==> src/rtl/chess_clock_pkg.sv <==
// Shared types and constants for the multi-player BCD chess clock.
package chess_clock_pkg;

    typedef enum logic [1:0] {
        ST_IDLE  = 2'd0,
        ST_RUN   = 2'd1,
        ST_PAUSE = 2'd2,
        ST_FLAG  = 2'd3
    } state_t;

    typedef enum logic {
        OP_DEC1    = 1'b0,
        OP_ADD_INC = 1'b1
    } alu_op_t;

    // Decoded command after priority resolution (load > pause > start > switch).
    typedef enum logic [2:0] {
        CMD_NONE,
        CMD_LOAD,
        CMD_PAUSE,
        CMD_START,
        CMD_SWITCH
    } cmd_t;

    localparam logic [7:0] BCD_59   = 8'h59;
    localparam logic [7:0] BCD_99   = 8'h99;
    localparam logic [7:0] BCD_ZERO = 8'h00;

    // LSB position of channel idx inside a flattened 8-bit-per-channel bus.
    function automatic int unsigned ch_lsb(input int unsigned idx);
        return idx * 32'd8;
    endfunction

endpackage

==> src/rtl/bcd_mmss_alu.sv <==
// Combinational BCD mm:ss arithmetic: one-second decrement or Fischer
// increment add with carry into minutes and 99:59 saturation.
module bcd_mmss_alu
    import chess_clock_pkg::*;
(
    input  logic [7:0] min,
    input  logic [7:0] sec,
    input  logic [7:0] inc,
    input  alu_op_t    op,
    output logic [7:0] next_min,
    output logic [7:0] next_sec,
    output logic       zero
);

    function automatic logic [6:0] bcd2bin(input logic [7:0] b);
        return 7'(b[7:4]) * 7'd10 + 7'(b[3:0]);
    endfunction

    function automatic logic [7:0] bin2bcd(input logic [6:0] v);
        return {4'(v / 7'd10), 4'(v % 7'd10)};
    endfunction

    // Decrement a two-digit BCD byte, borrowing from the tens digit.
    function automatic logic [7:0] bcd_dec(input logic [7:0] b);
        if (b[3:0] == 4'd0) begin
            return {b[7:4] - 4'd1, 4'h9};
        end
        return {b[7:4], b[3:0] - 4'd1};
    endfunction

    logic [6:0] sec_sum;
    logic [6:0] min_sum;

    // Next mm:ss value for the selected operation.
    always_comb begin
        // NOTE: every output of this block gets a default first so no path leaves it unassigned (no latch).
        next_min = min;
        next_sec = sec;
        sec_sum  = '0;
        min_sum  = '0;
        if (op == OP_DEC1) begin
            if (sec != BCD_ZERO) begin
                next_sec = bcd_dec(sec);
            end else if (min != BCD_ZERO) begin
                next_sec = BCD_59;
                next_min = bcd_dec(min);
            end
        end else begin
            sec_sum = bcd2bin(sec) + bcd2bin(inc);
            min_sum = bcd2bin(min);
            if (sec_sum >= 7'd60) begin
                sec_sum = sec_sum - 7'd60;
                min_sum = min_sum + 7'd1;
            end
            if (min_sum > 7'd99) begin
                next_min = BCD_99;
                next_sec = BCD_59;
            end else begin
                next_min = bin2bcd(min_sum);
                next_sec = bin2bcd(sec_sum);
            end
        end
    end

    assign zero = (next_min == BCD_ZERO) && (next_sec == BCD_ZERO);

endmodule

==> src/rtl/chess_clock_multi.sv <==
// N-player BCD mm:ss chess clock with prescaled one-second tick, Fischer
// increment on turn switch, sticky per-player expiry flags and pause/resume.
module chess_clock_multi
    import chess_clock_pkg::*;
#(
    parameter int PLAYERS  = 2,
    parameter int TICK_DIV = 100,
    parameter int AW       = (PLAYERS > 1) ? $clog2(PLAYERS) : 1
) (
    input  logic                   clk,
    input  logic                   reset,
    input  logic                   load,
    input  logic [7:0]             time_min,
    input  logic [7:0]             inc_sec,
    input  logic                   start,
    input  logic                   pause,
    input  logic                   switch,
    output logic [AW-1:0]          active,
    output logic [8*PLAYERS-1:0]   min_flat,
    output logic [8*PLAYERS-1:0]   sec_flat,
    output logic [PLAYERS-1:0]     flag,
    output logic                   running
);

    localparam int PW = $clog2(TICK_DIV);

    state_t                    state;
    cmd_t                      cmd;
    logic [PW-1:0]             presc;
    logic [PLAYERS-1:0][7:0]   min_q;
    logic [PLAYERS-1:0][7:0]   sec_q;

    logic                      tick;
    logic                      active_zero;
    logic [AW-1:0]             next_active;
    alu_op_t                   alu_op;
    logic [7:0]                alu_min;
    logic [7:0]                alu_sec;
    logic                      alu_zero;

    // Resolve simultaneous command pulses to the single highest-priority one.
    always_comb begin
        cmd = CMD_NONE;
        if (load) begin
            cmd = CMD_LOAD;
        end else if (pause) begin
            cmd = CMD_PAUSE;
        end else if (start) begin
            cmd = CMD_START;
        end else if (switch) begin
            cmd = CMD_SWITCH;
        end
    end

    assign tick        = (presc == PW'(TICK_DIV - 1));
    assign active_zero = (min_q[active] == BCD_ZERO) && (sec_q[active] == BCD_ZERO);
    assign next_active = (active == AW'(PLAYERS - 1)) ? '0 : active + 1'b1;
    assign alu_op      = (state == ST_RUN && cmd == CMD_SWITCH) ? OP_ADD_INC : OP_DEC1;

    bcd_mmss_alu u_alu (
        .min      (min_q[active]),
        .sec      (sec_q[active]),
        .inc      (inc_sec),
        .op       (alu_op),
        .next_min (alu_min),
        .next_sec (alu_sec),
        .zero     (alu_zero)
    );

    for (genvar i = 0; i < PLAYERS; i++) begin : g_flat
        assign min_flat[ch_lsb(i) +: 8] = min_q[i];
        assign sec_flat[ch_lsb(i) +: 8] = sec_q[i];
    end

    // Control FSM, prescaler and per-channel time registers.
    always_ff @(posedge clk or negedge reset) begin
        if (!reset) begin
            // NOTE: the channel registers are few and drive outputs directly, so they are reset like any other flop.
            state   <= ST_IDLE;
            presc   <= '0;
            active  <= '0;
            flag    <= '0;
            running <= 1'b0;
            min_q   <= '0;
            sec_q   <= '0;
        end else begin
            // NOTE: non-blocking assignments so every register samples pre-edge values.
            case (state)
                ST_RUN: begin
                    if (cmd == CMD_PAUSE) begin
                        state   <= ST_PAUSE;
                        running <= 1'b0;
                    end else if (cmd == CMD_SWITCH) begin
                        // Switch wins over a coincident tick; the decrement is discarded.
                        min_q[active] <= alu_min;
                        sec_q[active] <= alu_sec;
                        active        <= next_active;
                        presc         <= '0;
                    end else if (tick) begin
                        presc         <= '0;
                        min_q[active] <= alu_min;
                        sec_q[active] <= alu_sec;
                        if (alu_zero) begin
                            flag[active] <= 1'b1;
                            state        <= ST_FLAG;
                            running      <= 1'b0;
                        end
                    end else begin
                        presc <= presc + 1'b1;
                    end
                end
                default: begin
                    if (cmd == CMD_LOAD) begin
                        min_q   <= {PLAYERS{time_min}};
                        sec_q   <= {PLAYERS{BCD_ZERO}};
                        flag    <= '0;
                        active  <= '0;
                        presc   <= '0;
                        state   <= ST_IDLE;
                        running <= 1'b0;
                    end else if (cmd == CMD_START && state != ST_FLAG && !active_zero) begin
                        state   <= ST_RUN;
                        running <= 1'b1;
                    end
                end
            endcase
        end
    end

endmodule

==> config.mk <==
export PLATFORM = sky130hd
export DESIGN_NAME = chess_clock_multi
export DESIGN_NICKNAME = d
export VERILOG_FILES = /design/src/rtl/chess_clock_pkg.sv /design/src/rtl/bcd_mmss_alu.sv /design/src/rtl/chess_clock_multi.sv
export SDC_FILE = /design/constraint.sdc
export NUM_CORES = 1
export LEC_CHECK = 0
export ABC_AREA = 1
export CAP_MARGIN = 5
export CORE_ASPECT_RATIO = 0.6
export CORE_MARGIN = 4
export CORE_UTILIZATION = 50
export CTS_CLUSTER_DIAMETER = 200
export DETAILED_ROUTE_END_ITERATION = 12
export PLACE_DENSITY = 0.73
export SLEW_MARGIN = 20
export SYNTH_ARGS = -nofsm -noshare
export SYNTH_HDL_FRONTEND = slang
export SYNTH_SLANG_ARGS = --single-unit
==> constraint.sdc <==
create_clock -name clk -period 14.6 [get_ports clk]
set_input_delay 2.19 -clock clk [delete_from_list [all_inputs] [get_ports clk]]
set_output_delay 2.19 -clock clk [all_outputs]
set_load 0.05 [all_outputs]
## Yosys cells after proc, flatten, opt, wreduce, memory -nomap -nowiden

Index checks and enable logic that the tools add are counted.

| word-level totals | value |
|---|---|
| logic and storage cells | 149 |
| bits in registers | 45 |
| output and inout bits | 36 |
| input port bits | 22 |

| cells by class | value |
|---|---|
| divide/modulo/power cells | 4 |
| multiplexer cells | 78 |
| bitwise gates (word level) | 1 |
| eq/ne operators | 16 |
| $add $sub $neg | 12 |
| magnitude comparators | 4 |
| multiply operators | 3 |
| reductions and logical operators | 22 |

Operators by type and width:

| cell | number |
|---|---|
| $mux W16 | 10 |
| $mux W8 | 17 |
| $mux W7 | 9 |
| $bwmux W16 | 2 |
| $logic_not A8 Y1 | 4 |
| $mux W2 | 13 |
| $add A7 B4 Y7 | 3 |
| $mux W1 | 21 |
| $mul A4 B3 Y6 const B | 3 |
| $reduce_bool A8 Y1 | 2 |
| $sub A4 B1 Y4 const B | 4 |
| $add A7 B1 Y7 const B | 2 |
| $div A7 B4 Y7 const B | 2 |
| $mod A7 B4 Y7 const B | 2 |
| $mux W3 | 4 |
| $ne A3 B2 Y1 const B | 4 |
| $ne A2 B2 Y1 const B | 5 |
| $demux W8 S1 | 1 |
| $logic_not A4 Y1 | 2 |
| $add A7 B7 Y7 | 1 |
| $eq A7 B7 Y1 const B | 1 |
| $ge A7 B6 Y1 const B | 1 |
| $gt A7 B7 Y1 const B | 1 |
| $sub A7 B6 Y7 const B | 1 |
| 18 further kinds | 25 |

## Logic depth before layout (Yosys ltp)

| logic depth | value |
|---|---|
| word-level depth | 19 |
| depth in mapped cells | 50 |
| gate-level depth less buffers | 48 |

## Modules after synthesis

Synthesis repeated with hierarchy kept, for this count alone.

| second synthesis, totals | value |
|---|---|
| cells, all modules | 745 |
| area, all modules | 4898.4 um^2 |

By module, submodules not included:

| module | times used | cells an instance | sequential area each (um^2) | area each (um^2) |
|---|---|---|---|---|
| bcd_mmss_alu | 1 | 425 | 0.0 | 2474.9 |
| chess_clock_multi | 1 | 320 | 1126.1 | 2423.6 |

## Worst setup path before layout

No wires, ideal clock.

| timing path | value |
|---|---|
| kind | input -> register |
| from | input inc_sec[4] |
| to | register running |
| buffers on the path | 1 |
| path slack | 7.382 ns |
| library setup time | 0.119 ns |
| arrival | 7.099 ns |
| required time | 14.481 ns |
| stages on the path | 40 |
| cell sequence | ha_1 inv_1 fa_1 inv_1 fa_1 fa_1 ha_1 inv_1 nor2_1 nand3_1 nor2_1 nor2_2 nand2_4 buf_12 nand2_1 o21ai_4 nand3_2 nand2_2 (+4 left out) nand2_2 nand2_2 nand2_1 inv_1 ha_1 inv_1 nand3_2 nand3_2 o21ai_2 nand2_1 nor2_1 nand2_1 nor2_1 nand3_1 nand3_2 nand2_2 nand2_1 nand2_1 |

| on the way | value |
|---|---|
| cells in the longest elaborated chain, start to end | 13 |
| elaborated cells on any way between the ends | 23 |
| those cells by class | add/sub (3); mul (1); div (4); order compare (2); eq/ne (1); mux (8); reduce/logical (4) |

RTL lines:

| what | RTL line | text |
|---|---|---|
| start, declared | chess_clock_multi.sv:14 | `input logic [7:0] inc_sec,` |
| $mul A4 B3 Y6 * | bcd_mmss_alu.sv:16 | `return 7'(b[7:4]) * 7'd10 + 7'(b[3:0]);` |
| $add A7 B4 Y7 * | bcd_mmss_alu.sv:16 |  |
| $add A7 B7 Y7 * | bcd_mmss_alu.sv:49 | `sec_sum = bcd2bin(sec) + bcd2bin(inc);` |
| $sub A7 B6 Y7 or $ge A7 B6 Y1 (tied branches) | bcd_mmss_alu.sv:52, bcd_mmss_alu.sv:51 |  |
| $mux W7 | bcd_mmss_alu.sv:51 | `if (sec_sum >= 7'd60) begin` |
| $mux W7 | bcd_mmss_alu.sv:41 | `if (op == OP_DEC1) begin` |
| $mod A7 B4 Y7, or another cell as far along | bcd_mmss_alu.sv:20 | `return {4'(v / 7'd10), 4'(v % 7'd10)};` |
| $mux W8 | bcd_mmss_alu.sv:55 | `if (min_sum > 7'd99) begin` |
| $mux W8 | bcd_mmss_alu.sv:41 |  |
| $logic_not A8 Y1 | bcd_mmss_alu.sv:65 | `assign zero = (next_min == BCD_ZERO) && (next_sec == BCD_ZERO);` |
| $logic_and A1 B1 Y1 * | bcd_mmss_alu.sv:65 |  |
| $ne A3 B2 Y1 (no source line) * | n/a |  |
| $reduce_and A4 Y1 (no source line) * | n/a |  |
| end signal, assigned | chess_clock_multi.sv:83 | `running <= 1'b0;` |
| end signal, assigned | chess_clock_multi.sv:92 | `running <= 1'b0;` |
| end signal, assigned | chess_clock_multi.sv:106 | `running <= 1'b0;` |
| end, declared | chess_clock_multi.sv:22 | `output logic running` |

Every way passes the cells marked *; elsewhere a longest branch is shown, timed or not. The select of a mux whose other input is x is not followed.
A chain may end at the register's enable or synchronous reset.

## Worst setup path after layout

| timing path | value |
|---|---|
| from | input inc_sec[4] |
| to | register state[0] |

| on the way | value |
|---|---|
| cells in the longest elaborated chain, start to end | 13 |
| elaborated cells on any way between the ends | 23 |
| those cells by class | add/sub (3); mul (1); div (4); order compare (2); eq/ne (1); mux (8); reduce/logical (4) |

RTL lines:

| what | RTL line | text |
|---|---|---|
| $mul A4 B3 Y6 * | bcd_mmss_alu.sv:16 |  |
| $add A7 B4 Y7 * | bcd_mmss_alu.sv:16 |  |
| $add A7 B7 Y7 * | bcd_mmss_alu.sv:49 |  |
| $sub A7 B6 Y7 or $ge A7 B6 Y1 (tied branches) | bcd_mmss_alu.sv:52, bcd_mmss_alu.sv:51 |  |
| $mux W7 | bcd_mmss_alu.sv:51 |  |
| $mux W7 | bcd_mmss_alu.sv:41 |  |
| $mod A7 B4 Y7, or another cell as far along | bcd_mmss_alu.sv:20 |  |
| $mux W8 | bcd_mmss_alu.sv:55 |  |
| $mux W8 | bcd_mmss_alu.sv:41 |  |
| $logic_not A8 Y1 | bcd_mmss_alu.sv:65 |  |
| $logic_and A1 B1 Y1 * | bcd_mmss_alu.sv:65 |  |
| $ne A3 B2 Y1 (no source line) * | n/a |  |
| $reduce_and A4 Y1 (no source line) * | n/a |  |
| end signal, assigned | chess_clock_multi.sv:79 | `state <= ST_IDLE;` |
| end signal, assigned | chess_clock_multi.sv:91 | `state <= ST_PAUSE;` |
| end signal, assigned | chess_clock_multi.sv:105 | `state <= ST_FLAG;` |
| end, declared | chess_clock_multi.sv:27 | `state_t state;` |

Marked as above.

==> impl_metrics.env <==
export IMPL_ys_async_sr_fraction_pct=100
export IMPL_fin_cells=882
export IMPL_dieHeight_um=83.0
export IMPL_cp_slowest_cell="fa_1"
export IMPL_antenna_found_initial=0
export IMPL_postCtsSetupBuffers=0
export IMPL_avgSynthCellArea_um2=6.75
export IMPL_routed_wl_mm=13.1
export IMPL_initial_core_util_pct=51.2
export IMPL_synth_cell_types=51
export IMPL_drt_iter0_markers=589
export IMPL_syn_nets=758
export IMPL_cts_buffers=5
export IMPL_dr_pass1_iters=5
export IMPL_yosysTopAreaCell="dfrtp_1"
export IMPL_routedWlPerCell_um=14.8
export IMPL_grt_max_degree=46
export IMPL_netlist_instances=695
export IMPL_postLayoutCoreUtil_pct=60.7
export IMPL_drv_slew=0
export IMPL_rsz0062_at_grt="false"
export IMPL_synth_seq_cells=45
export IMPL_ys_warnings_count=0
export IMPL_min_period_ns=8.32
export IMPL_syn_area_um2=4690
export IMPL_core_area_um2=9160
export IMPL_die_area_um2=11000
export IMPL_synth_edf_count=0
export IMPL_hold_class="reg -> reg"
export IMPL_cp_top_family="simple AND/OR/NAND/NOR gates"
export IMPL_grt_pass1_vias=4658
export IMPL_nNetsFinal=814
export IMPL_critPathBufInv=7
export IMPL_cts_hold_buffers_added=0
export IMPL_synth_seq_area_share_pct=24.0
export IMPL_seq_area_um2=1130
export IMPL_worst_pin_slew_ns=0.875
export IMPL_r2r_setup_slack_ns=7.28
export IMPL_die_width_um=133
export IMPL_cpPeakStageDelay_ns=0.65
export IMPL_pin_count=58
export IMPL_area_growth_pct=18.4
export IMPL_overflow=0
export IMPL_critPathMaxFanout=17
export IMPL_post_drt_via_cell_ratio=5.54
export IMPL_final_setup_skew_ns=0.00671
export IMPL_clkSinkCount=45
export IMPL_timing_fmax_mhz=120
export IMPL_clk_latency_ns=0.29
export IMPL_worstSetupEndpointType="register"
export IMPL_worstPathArrival_ns=8.51
export IMPL_ys_flop_type="dfrtp_1"
export IMPL_setup_tns_ns=0
export IMPL_cts_root_buffer="clkbuf_16"
export IMPL_remaining_drc_errors=0
export IMPL_status="finished, final reports clean"
export IMPL_cts_clk_slew_worst_paths_ns=0.06
export IMPL_antenna_left=0
export IMPL_num_rows=27
export IMPL_dpl_instance_area_um2=5380
export IMPL_hold_viol_final=0
export IMPL_grt_pass1_wl_mm=22.5
export IMPL_gp_congestion=0.982
export IMPL_portBuffers=57
export IMPL_path_common_cell="nand2_1"
export IMPL_drv_cap=0
export IMPL_num_vias=4888
export IMPL_n_antenna_cell=0
export IMPL_stdcell_area_um2=5550
export IMPL_fillerInstances=830
export IMPL_critPathKind="in -> reg"
export IMPL_dp_hpwl_mm=10.6
export IMPL_timing_final_crit_share_pct=57.0
export IMPL_multi_input_area_um2=3040
export IMPL_synth_area_leaders="dfrtp_1, nand2_1, inv_1"
export IMPL_clock_path_buffers=2
export IMPL_layout_drive_gt1_share_pct=9.31
export IMPL_grt_usage_pct=24.3
export IMPL_cts_max_level=2
export IMPL_synth_top_area_share_pct=24.0
export IMPL_cts_tree="built"
export IMPL_cts_resized=0
export IMPL_setup_viol=0
export IMPL_cp_required_ns=14.79
export IMPL_max_slew_margin_rel_pct=41.0
export IMPL_crit_path_start_kind="input pin"
export IMPL_dp_cells=874
[through the flow]
step           setup WS, ns  hold WS, ns
2_1_floorplan          7.38        0.442
3_3_place_gp           6.23        0.459
3_5_place_dp           6.06        0.465
4_1_cts                6.32        0.481
5_1_grt                5.65        0.492
6_report               6.28        0.477
[synthesized netlist by cell type, types with 2 or more instances]
master / n
o31ai_1: 2
nand2_2: 13
clkbuf_1: 6
nor3_1: 9
nand3_2: 8
o21ai_1: 7
a21oi_1: 14
o21ai_0: 50
inv_1: 109
nand2_4: 2
o21ai_4: 2
nor2_1: 47
buf_2: 3
nand3_1: 61
nor2_2: 3
inv_2: 12
ha_1: 30
nand2_1: 183
o22ai_1: 8
nand3b_1: 4
fa_1: 11
xnor2_1: 3
o221ai_1: 4
o21ai_2: 8
nor3b_1: 3
nand4_1: 10
o211ai_1: 7
dfrtp_1: 45
xor2_1: 8
clkinv_1: 2
[flip-flops by register name (all words and copies together), names as in the netlist]
| register | flops |
|---|---|
| presc | 7 |
| min_flat | 16 |
| active | 1 |
| running | 1 |
| flag | 2 |
| sec_flat | 16 |
| state | 2 |
[cell families after synthesis]
kind of cell	synth area share, %
xor+xnor	2.88
simple gates	33.9
buf+inv	11.2
flops	24.0
fa+ha+maj	12.7
compound gates	15.3
[final cells by class]
cell class	instances	area share [%]
clock buffer	5	2.25
clock inverter	3	0.901
inverter	123	8.31
multi-input combinational	516	54.7
sequential	45	20.3
tap	130	2.93
timing repair buffer	60	10.6
[per-layer routing]
metal  up-vias  global-route usage, %  share of wire (%)
met3        26                   4.90                9.2
met4         0                   3.40                1.1
met1      2277                   37.5                 49
li1       2367                      -                  -
met5         -                      0                  0
met2       218                   35.8                 41
[tightest hold or removal path, delay by kind of cell (launching register included)]
| kind | cells | cell delay (ns) |
|---|---|---|
| DFF | 1 | 0.35 |
| and+or+nand+nor | 2 | 0.10 |
[final timing paths]
check                      startpoint           to  cells past startpoint
max                        inc_sec[4]     state[0]                     42
min                           running      running                      2
max reg2reg                    active     state[0]                     44
min reg2reg                   running      running                      2
max in group asynchronous       reset  sec_flat[3]                      1
min in group asynchronous       reset      running                      1
[cell usage in the layout, fill, tap and decap left out, drive strengths merged, types with 4 or more instances in the layout]
cell	count
clkdlybuf4s50	56
nand3b	4
xor2	9
nor2	51
buf	4
o221ai	4
dfrtp	45
nand2	198
o211ai	8
nor3	10
a21oi	16
nand3	69
o21ai	67
clkbuf	5
ha	30
o22ai	8
fa	11
inv	122
nand4	11
Power is not shown: default switching activity piles up to over one toggle a cycle in this logic, so the estimate is an artifact.
